$ cat config.mk
export PLATFORM = sky130hd
export DESIGN_NAME = eth_rmii_tx
export DESIGN_NICKNAME = d
export VERILOG_FILES = /design/src/rtl/eth_rmii_tx.sv
export SDC_FILE = /design/constraint.sdc
export NUM_CORES = 1
export LEC_CHECK = 0
export ABC_AREA = 1
export ABC_CLOCK_PERIOD_IN_PS = 2300
export CAP_MARGIN = 20
export CORE_MARGIN = 3
export CORE_UTILIZATION = 35
export CTS_CLUSTER_SIZE = 20
export DETAILED_ROUTE_END_ITERATION = 12
export PLACE_DENSITY = 0.6
export SETUP_SLACK_MARGIN = 0.3
export SKIP_CTS_REPAIR_TIMING = 1
export SLEW_MARGIN = 15
export SYNTH_ARGS = -nofsm -noshare
export SYNTH_HDL_FRONTEND = slang
export SYNTH_SLANG_ARGS = --single-unit
$ cat constraint.sdc
create_clock -name clk50 -period 2.3 [get_ports clk50]
set_input_delay 0.23 -clock clk50 [delete_from_list [all_inputs] [get_ports clk50]]
set_output_delay 0.23 -clock clk50 [all_outputs]
set_load 0.005 [all_outputs]
$ cat src/rtl/eth_rmii_tx.sv
// RMII 100 Mb/s Ethernet transmitter: adds preamble/SFD, pads short frames to minimum
// length, appends CRC-32 FCS and enforces the inter-frame gap before the next frame.
//
// state   | meaning
// --------+-------------------------------------------------------------
// S_IDLE  | line quiet, waiting for valid to start a frame
// S_PRE   | sending 0x55 preamble bytes (tmr_q counts remaining bytes)
// S_SFD   | sending 0xD5; requests the first data byte on its last dibit
// S_DATA  | sending client bytes; requests the next one on dibit 3
// S_PAD   | sending 0x00 until the data+pad count reaches MIN_FRAME
// S_FCS   | sending ~CRC, 16 dibits, LSB first (tmr_q counts bytes)
// S_IFG   | txen low for IFG_BYTES*4 clocks (tmr_q counts clocks)
module eth_rmii_tx #(
  parameter int PREAMBLE_BYTES = 7,
  parameter int MIN_FRAME      = 60,
  parameter int IFG_BYTES      = 12
) (
  input  logic       clk50,
  input  logic       reset,
  input  logic [7:0] data,
  input  logic       valid,
  input  logic       eop,
  output logic       ready,
  output logic [1:0] tx,
  output logic       txen,
  output logic       busy,
  output logic       underrun
);

  localparam logic [2:0] S_IDLE = 3'd0;
  localparam logic [2:0] S_PRE  = 3'd1;
  localparam logic [2:0] S_SFD  = 3'd2;
  localparam logic [2:0] S_DATA = 3'd3;
  localparam logic [2:0] S_PAD  = 3'd4;
  localparam logic [2:0] S_FCS  = 3'd5;
  localparam logic [2:0] S_IFG  = 3'd6;

  localparam int              TMR_W    = 8;
  localparam logic [TMR_W-1:0] PRE_LOAD = TMR_W'(PREAMBLE_BYTES - 1);
  localparam logic [TMR_W-1:0] FCS_LOAD = TMR_W'(3);
  localparam logic [TMR_W-1:0] IFG_LOAD = TMR_W'(IFG_BYTES * 4 - 1);
  localparam logic [TMR_W-1:0] TMR_ONE  = TMR_W'(1);
  localparam logic [10:0]      MIN_CNT  = 11'(MIN_FRAME);
  localparam logic [10:0]      CNT_MAX  = 11'h7FF;
  localparam logic [31:0]      CRC_POLY = 32'hEDB88320;

  logic [2:0]       state_q, state_d;
  logic [1:0]       dibit_q, dibit_d;
  logic [TMR_W-1:0] tmr_q, tmr_d;
  logic [31:0]      sh_q, sh_d;
  logic             eop_q, eop_d;
  logic [10:0]      byte_cnt_q, byte_cnt_d;
  logic [31:0]      crc_q, crc_d;
  logic [1:0]       tx_q, tx_d;
  logic             txen_q, txen_d;
  logic             underrun_q, underrun_d;

  logic             ready_c;
  logic             take_byte;
  logic             end_of_data;
  logic             goto_ifg;
  logic [31:0]      crc_upd;
  logic [31:0]      fcs_val;
  logic [10:0]      cnt_inc;

  // Reflected CRC-32, two bits per clock in wire order (tx[0] first).
  function automatic logic [31:0] crc_dibit(input logic [31:0] c, input logic [1:0] d);
    logic [31:0] r;
    r = c;
    for (int i = 0; i < 2; i++) begin
      r = (r[0] ^ d[i]) ? ((r >> 1) ^ CRC_POLY) : (r >> 1);
    end
    return r;
  endfunction

  always_comb begin
    state_d     = state_q;
    dibit_d     = dibit_q + 2'd1;
    tmr_d       = tmr_q;
    sh_d        = sh_q >> 2;
    tx_d        = sh_q[1:0];
    eop_d       = eop_q;
    byte_cnt_d  = byte_cnt_q;
    crc_d       = crc_q;
    txen_d      = txen_q;
    underrun_d  = 1'b0;
    ready_c     = 1'b0;
    take_byte   = 1'b0;
    end_of_data = 1'b0;
    goto_ifg    = 1'b0;
    crc_upd     = crc_dibit(crc_q, tx_q);
    fcs_val     = ~crc_upd;
    cnt_inc     = (byte_cnt_q == CNT_MAX) ? byte_cnt_q : byte_cnt_q + 11'd1;

    case (state_q)
      S_IDLE: begin
        dibit_d = 2'd0;
        tx_d    = 2'b00;
        sh_d    = '0;
        txen_d  = 1'b0;
        if (valid) begin
          state_d    = S_PRE;
          tmr_d      = PRE_LOAD;
          tx_d       = 2'b01;
          sh_d       = {24'd0, 8'h55} >> 2;
          txen_d     = 1'b1;
          eop_d      = 1'b0;
          byte_cnt_d = '0;
        end
      end
      S_PRE: begin
        if (dibit_q == 2'd3) begin
          tx_d = 2'b01;
          if (tmr_q == '0) begin
            state_d = S_SFD;
            sh_d    = {24'd0, 8'hD5} >> 2;
          end else begin
            tmr_d = tmr_q - TMR_ONE;
            sh_d  = {24'd0, 8'h55} >> 2;
          end
        end
      end
      S_SFD: begin
        crc_d = '1;
        if (dibit_q == 2'd3) begin
          ready_c   = 1'b1;
          take_byte = 1'b1;
        end
      end
      S_DATA: begin
        crc_d = crc_upd;
        if (dibit_q == 2'd3) begin
          if (eop_q) begin
            end_of_data = 1'b1;
          end else begin
            ready_c   = 1'b1;
            take_byte = 1'b1;
          end
        end
      end
      S_PAD: begin
        crc_d = crc_upd;
        if (dibit_q == 2'd3) end_of_data = 1'b1;
      end
      S_FCS: begin
        if (dibit_q == 2'd3) begin
          if (tmr_q == '0) goto_ifg = 1'b1;
          else             tmr_d    = tmr_q - TMR_ONE;
        end
      end
      S_IFG: begin
        dibit_d = 2'd0;
        tx_d    = 2'b00;
        sh_d    = '0;
        txen_d  = 1'b0;
        if (tmr_q == '0) state_d = S_IDLE;
        else             tmr_d   = tmr_q - TMR_ONE;
      end
      default: begin
        state_d = S_IDLE;
        txen_d  = 1'b0;
        tx_d    = 2'b00;
      end
    endcase

    // A request with nothing offered aborts the frame; the far end sees a bad FCS.
    if (take_byte) begin
      if (valid) begin
        state_d    = S_DATA;
        tx_d       = data[1:0];
        sh_d       = {24'd0, data} >> 2;
        eop_d      = eop;
        byte_cnt_d = cnt_inc;
      end else begin
        underrun_d = 1'b1;
        goto_ifg   = 1'b1;
      end
    end

    if (end_of_data) begin
      if (byte_cnt_q < MIN_CNT) begin
        state_d    = S_PAD;
        tx_d       = 2'b00;
        sh_d       = '0;
        byte_cnt_d = cnt_inc;
      end else begin
        state_d = S_FCS;
        tmr_d   = FCS_LOAD;
        tx_d    = fcs_val[1:0];
        sh_d    = fcs_val >> 2;
      end
    end

    if (goto_ifg) begin
      state_d = S_IFG;
      tmr_d   = IFG_LOAD;
      tx_d    = 2'b00;
      sh_d    = '0;
      txen_d  = 1'b0;
    end
  end

  always_ff @(posedge clk50) begin
    if (reset) begin
      state_q    <= S_IDLE;
      dibit_q    <= 2'd0;
      tmr_q      <= '0;
      sh_q       <= '0;
      eop_q      <= 1'b0;
      byte_cnt_q <= '0;
      crc_q      <= '1;
      tx_q       <= 2'b00;
      txen_q     <= 1'b0;
      underrun_q <= 1'b0;
    end else begin
      state_q    <= state_d;
      dibit_q    <= dibit_d;
      tmr_q      <= tmr_d;
      sh_q       <= sh_d;
      eop_q      <= eop_d;
      byte_cnt_q <= byte_cnt_d;
      crc_q      <= crc_d;
      tx_q       <= tx_d;
      txen_q     <= txen_d;
      underrun_q <= underrun_d;
    end
  end

  assign ready    = ready_c;
  assign tx       = tx_q;
  assign txen     = txen_q;
  assign busy     = (state_q != S_IDLE);
  assign underrun = underrun_q;

endmodule

### Word level (Yosys, flattened, before mapping)

Index checks and enable logic that the tools add are counted.

| cells by class | value |
|---|---|
| order comparisons | 1 |
| multiplexer cells | 61 |
| equal/unequal tests | 8 |
| add/subtract/negate cells | 3 |
| bitwise operators | 6 |
| reductions and logical operators | 11 |

Operator list:

| kind | number |
|---|---|
| 32-bit 2-to-1 mux | 5 |
| 30-bit case mux with 3 select lines | 1 |
| 11-bit 2-to-1 mux | 7 |
| 32-bit case mux with 2 select lines | 1 |
| 30-bit 2-to-1 mux | 2 |
| 8-bit 2-to-1 mux | 5 |
| 32-bit NOT | 1 |
| 13-bit NOT with 14-bit output | 2 |
| 3-bit 2-to-1 mux | 8 |
| 8-bit case mux with 3 select lines | 1 |
| 1-bit 2-to-1 mux | 18 |
| 6-bit 2-to-1 mux | 2 |
| 3-bit case mux with 4 select lines | 1 |
| 11-bit by 1-bit adder with 11-bit output, second input constant | 1 |
| 11-bit equality test, second input constant | 1 |
| 11-bit by 6-bit < comparator with 1-bit output, second input constant | 1 |
| 2-bit 2-to-1 mux | 5 |
| 3-bit equality test, second input constant | 3 |
| 8-bit zero test | 1 |
| 2-bit OR reduction | 4 |
| 8-bit by 1-bit subtractor with 8-bit output, second input constant | 1 |
| 3-bit by 2-bit equality test with 1-bit output, second input constant | 2 |
| 1-bit case mux with 2 select lines | 3 |
| 2-bit case mux with 3 select lines | 1 |
| 12 further kinds | 13 |

| storage, ports and cells | value |
|---|---|
| output and inout bits | 6 |
| input bits | 12 |
| bits in registers | 93 |

### Depth between registers and ports, before layout

| logic depth | value |
|---|---|
| depth after elaboration | 8 |
| mapped depth | 12 |
| gate-level depth less buffers | 11 |

### Least setup slack after synthesis

OpenSTA, ideal clock, no wires.

| timing path | value |
|---|---|
| path kind | register to register |
| from | reg tmr_q[0] |
| to | reg tmr_q[7] |
| data required time | 2182 ps |
| buffers on the path | 0 |
| setup slack | 765 ps |
| cell stages (with the launch flop) | 11 |
| period minus slack after synthesis | 1535 ps |
| data arrival time | 1418 ps |
| path through | dfxtp_1 inv_1 ha_1 nand2_1 nor2_1 nand3_1 o21ai_0 o21bai_1 inv_1 nor2_1 nor2_1 |

| between the ends | value |
|---|---|
| longest elaborated chain between the ends | 7 |
| elaborated cells on any way between the ends | 13 |
| classes of those cells | add/sub: 1; mux: 10; reduce/logical: 2 |

RTL lines:

| item | line | source |
|---|---|---|
| start, declared | 49 | `logic [TMR_W-1:0] tmr_q, tmr_d;` |
| start signal, assigned | 218 | `tmr_q <= tmr_d;` |
| parallel branches: the longest is 7 deep, another holds 8-bit by 1-bit subtractor with 8-bit output | -- |  |

Several ways; the timed one is not identified.
A chain may end at the register's enable or synchronous reset.

### Worst setup path after layout

| timing path | value |
|---|---|
| from | reg dibit_q[0] |
| to | out ready |

| between the ends | value |
|---|---|
| longest elaborated chain between the ends | 3 |
| elaborated cells on any way between the ends | 4 |
| classes of those cells | eq/ne: 1; mux: 3 |

RTL lines:

| item | line | source |
|---|---|---|
| start, declared | 48 | `logic [1:0] dibit_q, dibit_d;` |
| start signal, assigned | 217 | `dibit_q <= dibit_d;` |
| 2-bit equality test * | 125, 132 |  |
| 1-bit 2-to-1 mux (on tied branches) | 132, 125 |  |
| 1-bit case mux with 2 select lines * | 95 | `case (state_q)` |
| end, declared | 23 | `output logic ready,` |

Every way passes the cells marked *; elsewhere a longest branch is shown, timed or not.

==> impl_metrics.csv <==
group,metric,value,unit
route,first_pass_iters,6,
cells_and_area,layout.nets,618,
global_routing,grt_antenna_before_repair,0,
cells_and_area,post-route-util,0.419,
worst_setup_path,endpoint_kind,"output port",
worst_setup_path,required,2.07,ns
pwr,leakage,0.00206,uW
worst_setup_path,worstPathCellList,"ha_1 > nand3_2 > inv_2 > clkdlybuf4s50_1",
synthesis,ys_seq_area_frac,0.425,
status,status,"complete, no violations",
global_routing,grt-ovfl-total,0,
cts,h-tree-depth,3,
synthesis,ys.warnings.count,0,
floorplan,ios,18,
cts,cts.path.max_buffers,2,
synthesis,synth.distinct_cells,38,
route,wl_per_cell,13.8,um
pwr,p_clk_frac,0.430,
placed_design,place.gp.congestion,0.899,
pwr,combPwrFrac,0.075,
timing,holdWs,0.431,ns
pwr,irDropWorstVdd,0.476,mV
pwr,p_per_area,659,nW/um2
placed_design,io_buffers,17,
flow_run,cap_viol_max_count,0,
cells_and_area,diodes,0,
synthesis,syn_avg_cell_area,7.34,um2
placed_design,dp_slack,0.115,ns
cts,cts.sinks,91,
pwr,p_total,3240,uW
timing,finalSetupViolCount,0,
worst_setup_path,path_class,"flop to output port",
cts,cts_tree,"done",
route,wl,10.3,mm
synthesis,synthArstFlopShare,0,
floorplan,initial_core_util,0.366,
global_routing,grt_usage,0.162,
synthesis,synth_nets,599,
floorplan,rows,39,
timing,finClkSkew,0.00643,ns
route,drtIter0Drc,219,
global_routing,grt_max_degree,37,
global_routing,grt_pass1_vias,3645,
floorplan,fp.dieH,117,um
route,vias_per_cell,5.09,
cells_and_area,final_layout_size_suffix_gt1_frac,0.0972,
synthesis,synth_edf_count,0,
floorplan,die-area,13600,um2
worst_setup_path,crit_slowest_cell,"clkdlybuf4s50_1",
synthesis,ys.flop_type,"dfxtp_1",
cells_and_area,area_growth,14.5,%
timing,finalWorstSetupSlack,0.291,ns
worst_setup_path,startpoint_type,"flop",
timing,worst_pin_slew,0.569,ns
pwr,p_switching,798,uW
timing,hold_violations,0,
hold_path,worstHoldPathType,"flop to flop",
timing,relSlewSlack,0.618,
timing,period_share,0.874,
pwr,internal_power,2440,uW
timing,rsz0062_at_grt,"yes",
cts,clk_latency,0.34,ns
synthesis,synthCells,584,
synthesis,ys_seq_elements,91,
timing,period_needed,2.01,ns
synthesis,synth.top_cell.area_share,0.425,
floorplan,core_area,11700,um2
synthesis,netlist_area,4280,um2
worst_setup_path,worstPathArrival,1.78,ns
cts,cts-root-buf,"clkbuf_16",
floorplan,die_w,117,um
global_routing,grt_pass1_wl,17.4,mm
pwr,seq_power_share,0.495,
worst_setup_path,cp_max_fo,6,
synthesis,synth_area_leaders,"dfxtp_1, nand2_1, nand3_1, inv_1, nor2_1",
worst_setup_path,cpPeakStageDelay,0.50,ns
timing,max_freq,498,MHz
timing,setup_tns,0,ns
placed_design,dp_hpwl,7.32,mm
synthesis,yosysTopAreaCell,"dfxtp_1",
route,drc_errors,0,
route,postRouteAntennaNets,0,
cts,cts-buffers-inserted,9,
pwr,swShare,0.247,
timing,slew_viol_final,0,
route,vias,3814,
cts,clk_pin_slew_worst_paths,0.07,ns
synth_stat cells (all sizes together) (3+ instances only):
cell type and instances:
xnor2 12, xor2 11, buf 15, nand3 55
nor2 49, inv 64, o22ai 26, or2 4
ha 3, a21oi 20, o21ai 41, nand4 8
nor3 13, a31oi 4, dfxtp 91, clkbuf 4
nand2 155
cell type report:
type,count,area (um2)
fill,1232,6800
multi-input combinational,411,2130
sequential,91,1820
timing repair buffer,26,250
inverter,64,249
clock buffer,10,239
tap,143,179
clock inverter,5,36.3
worst max-delay path, delay by kind of cell, from the launching register on:
| family | cells | cell delay, ns |
|---|---|---|
| adder cells (fa/ha/maj) | 1 | 0.31 |
| buffers and inverters | 2 | 0.61 |
| flip-flops | 1 | 0.33 |
| AND/OR/NAND/NOR | 1 | 0.18 |
metal layers:
metal / track usage / vias to the layer above / part of all wire / wire (um)
met5: 0 / - / 0 / 0
met4: 0.0451 / 0 / 0.010 / 108
met3: 0.0456 / 11 / 0.048 / 500
met2: 0.277 / 87 / 0.48 / 4940
met1: 0.199 / 1761 / 0.46 / 4780
li1: - / 1955 / - / -
through the flow:
stage / std cells / area (um2)
final: 750 / 4910
after global routing: 750 / 4910
after CTS: 749 / 4860
after detailed placement: 734 / 4590
after global placement: 734 / 4590
after floorplan: 584 / 4280
kinds of logic after synthesis:
kind of cell,Yosys count,synth area share
fa+ha+maj,3,0.00876
xor+xnor,23,0.0514
compound gates,96,0.126
buf+inv,83,0.0862
flops,91,0.425
simple gates,288,0.302
worst paths after layout:
check | start | cells after the start | end | slack [ns]
worst max-delay path | dibit_q[0]$_SDFF_PP0_ | 4 | ready | 0.29
worst min-delay path | dibit_q[0]$_SDFF_PP0_ | 1 | dibit_q[0]$_SDFF_PP0_ | 0.43
worst max register to register | dibit_q[0]$_SDFF_PP0_ | 9 | byte_cnt_q[0]$_SDFF_PP0_ | 0.44
worst min register to register | dibit_q[0]$_SDFF_PP0_ | 1 | dibit_q[0]$_SDFF_PP0_ | 0.43
power by group through the flow:
stage,sequential [uW],clock [uW],combinational (uW)
2_1_floorplan,1630,0,163
3_3_place_gp,1640,0,235
3_5_place_dp,1640,0,236
4_1_cts,1600,1420,237
5_1_grt,1600,1500,274
6_report,1600,1390,244
state kept, by name, summed over array words and instances (netlist names), named ones only:
| register | count |
|---|---|
| state_q | 3 |
| sh_q | 30 |
| crc_q | 32 |
| byte_cnt_q | 11 |
| underrun | 1 |
| tx | 2 |
| dibit_q | 2 |
| tmr_q | 8 |
| txen | 1 |
cell usage in the layout, fill, tap and decap left out, types with 2 or more instances in the layout:
cell type        count
nand4_1              8
nand2_2              8
dfxtp_1             89
or2_2                2
clkbuf_16            9
nor2_2               2
xor2_1              11
a31oi_1              4
or2_0                2
inv_1               56
a21oi_1             19
o21ai_1             14
nor2_1              43
nand2_4              3
ha_1                 3
buf_4                8
o21bai_1             2
o211ai_1             2
nor2_4               4
nor3_1              12
nand3_1             53
o21ai_0             27
dfxtp_2              2
xnor2_1             11
inv_6                3
inv_2                6
o22ai_1             26
clkinv_2             2
clkdlybuf4s50_1     17
nand3b_1             2
nand2_1            144
Note: power is estimated with default switching activity, not from simulation.
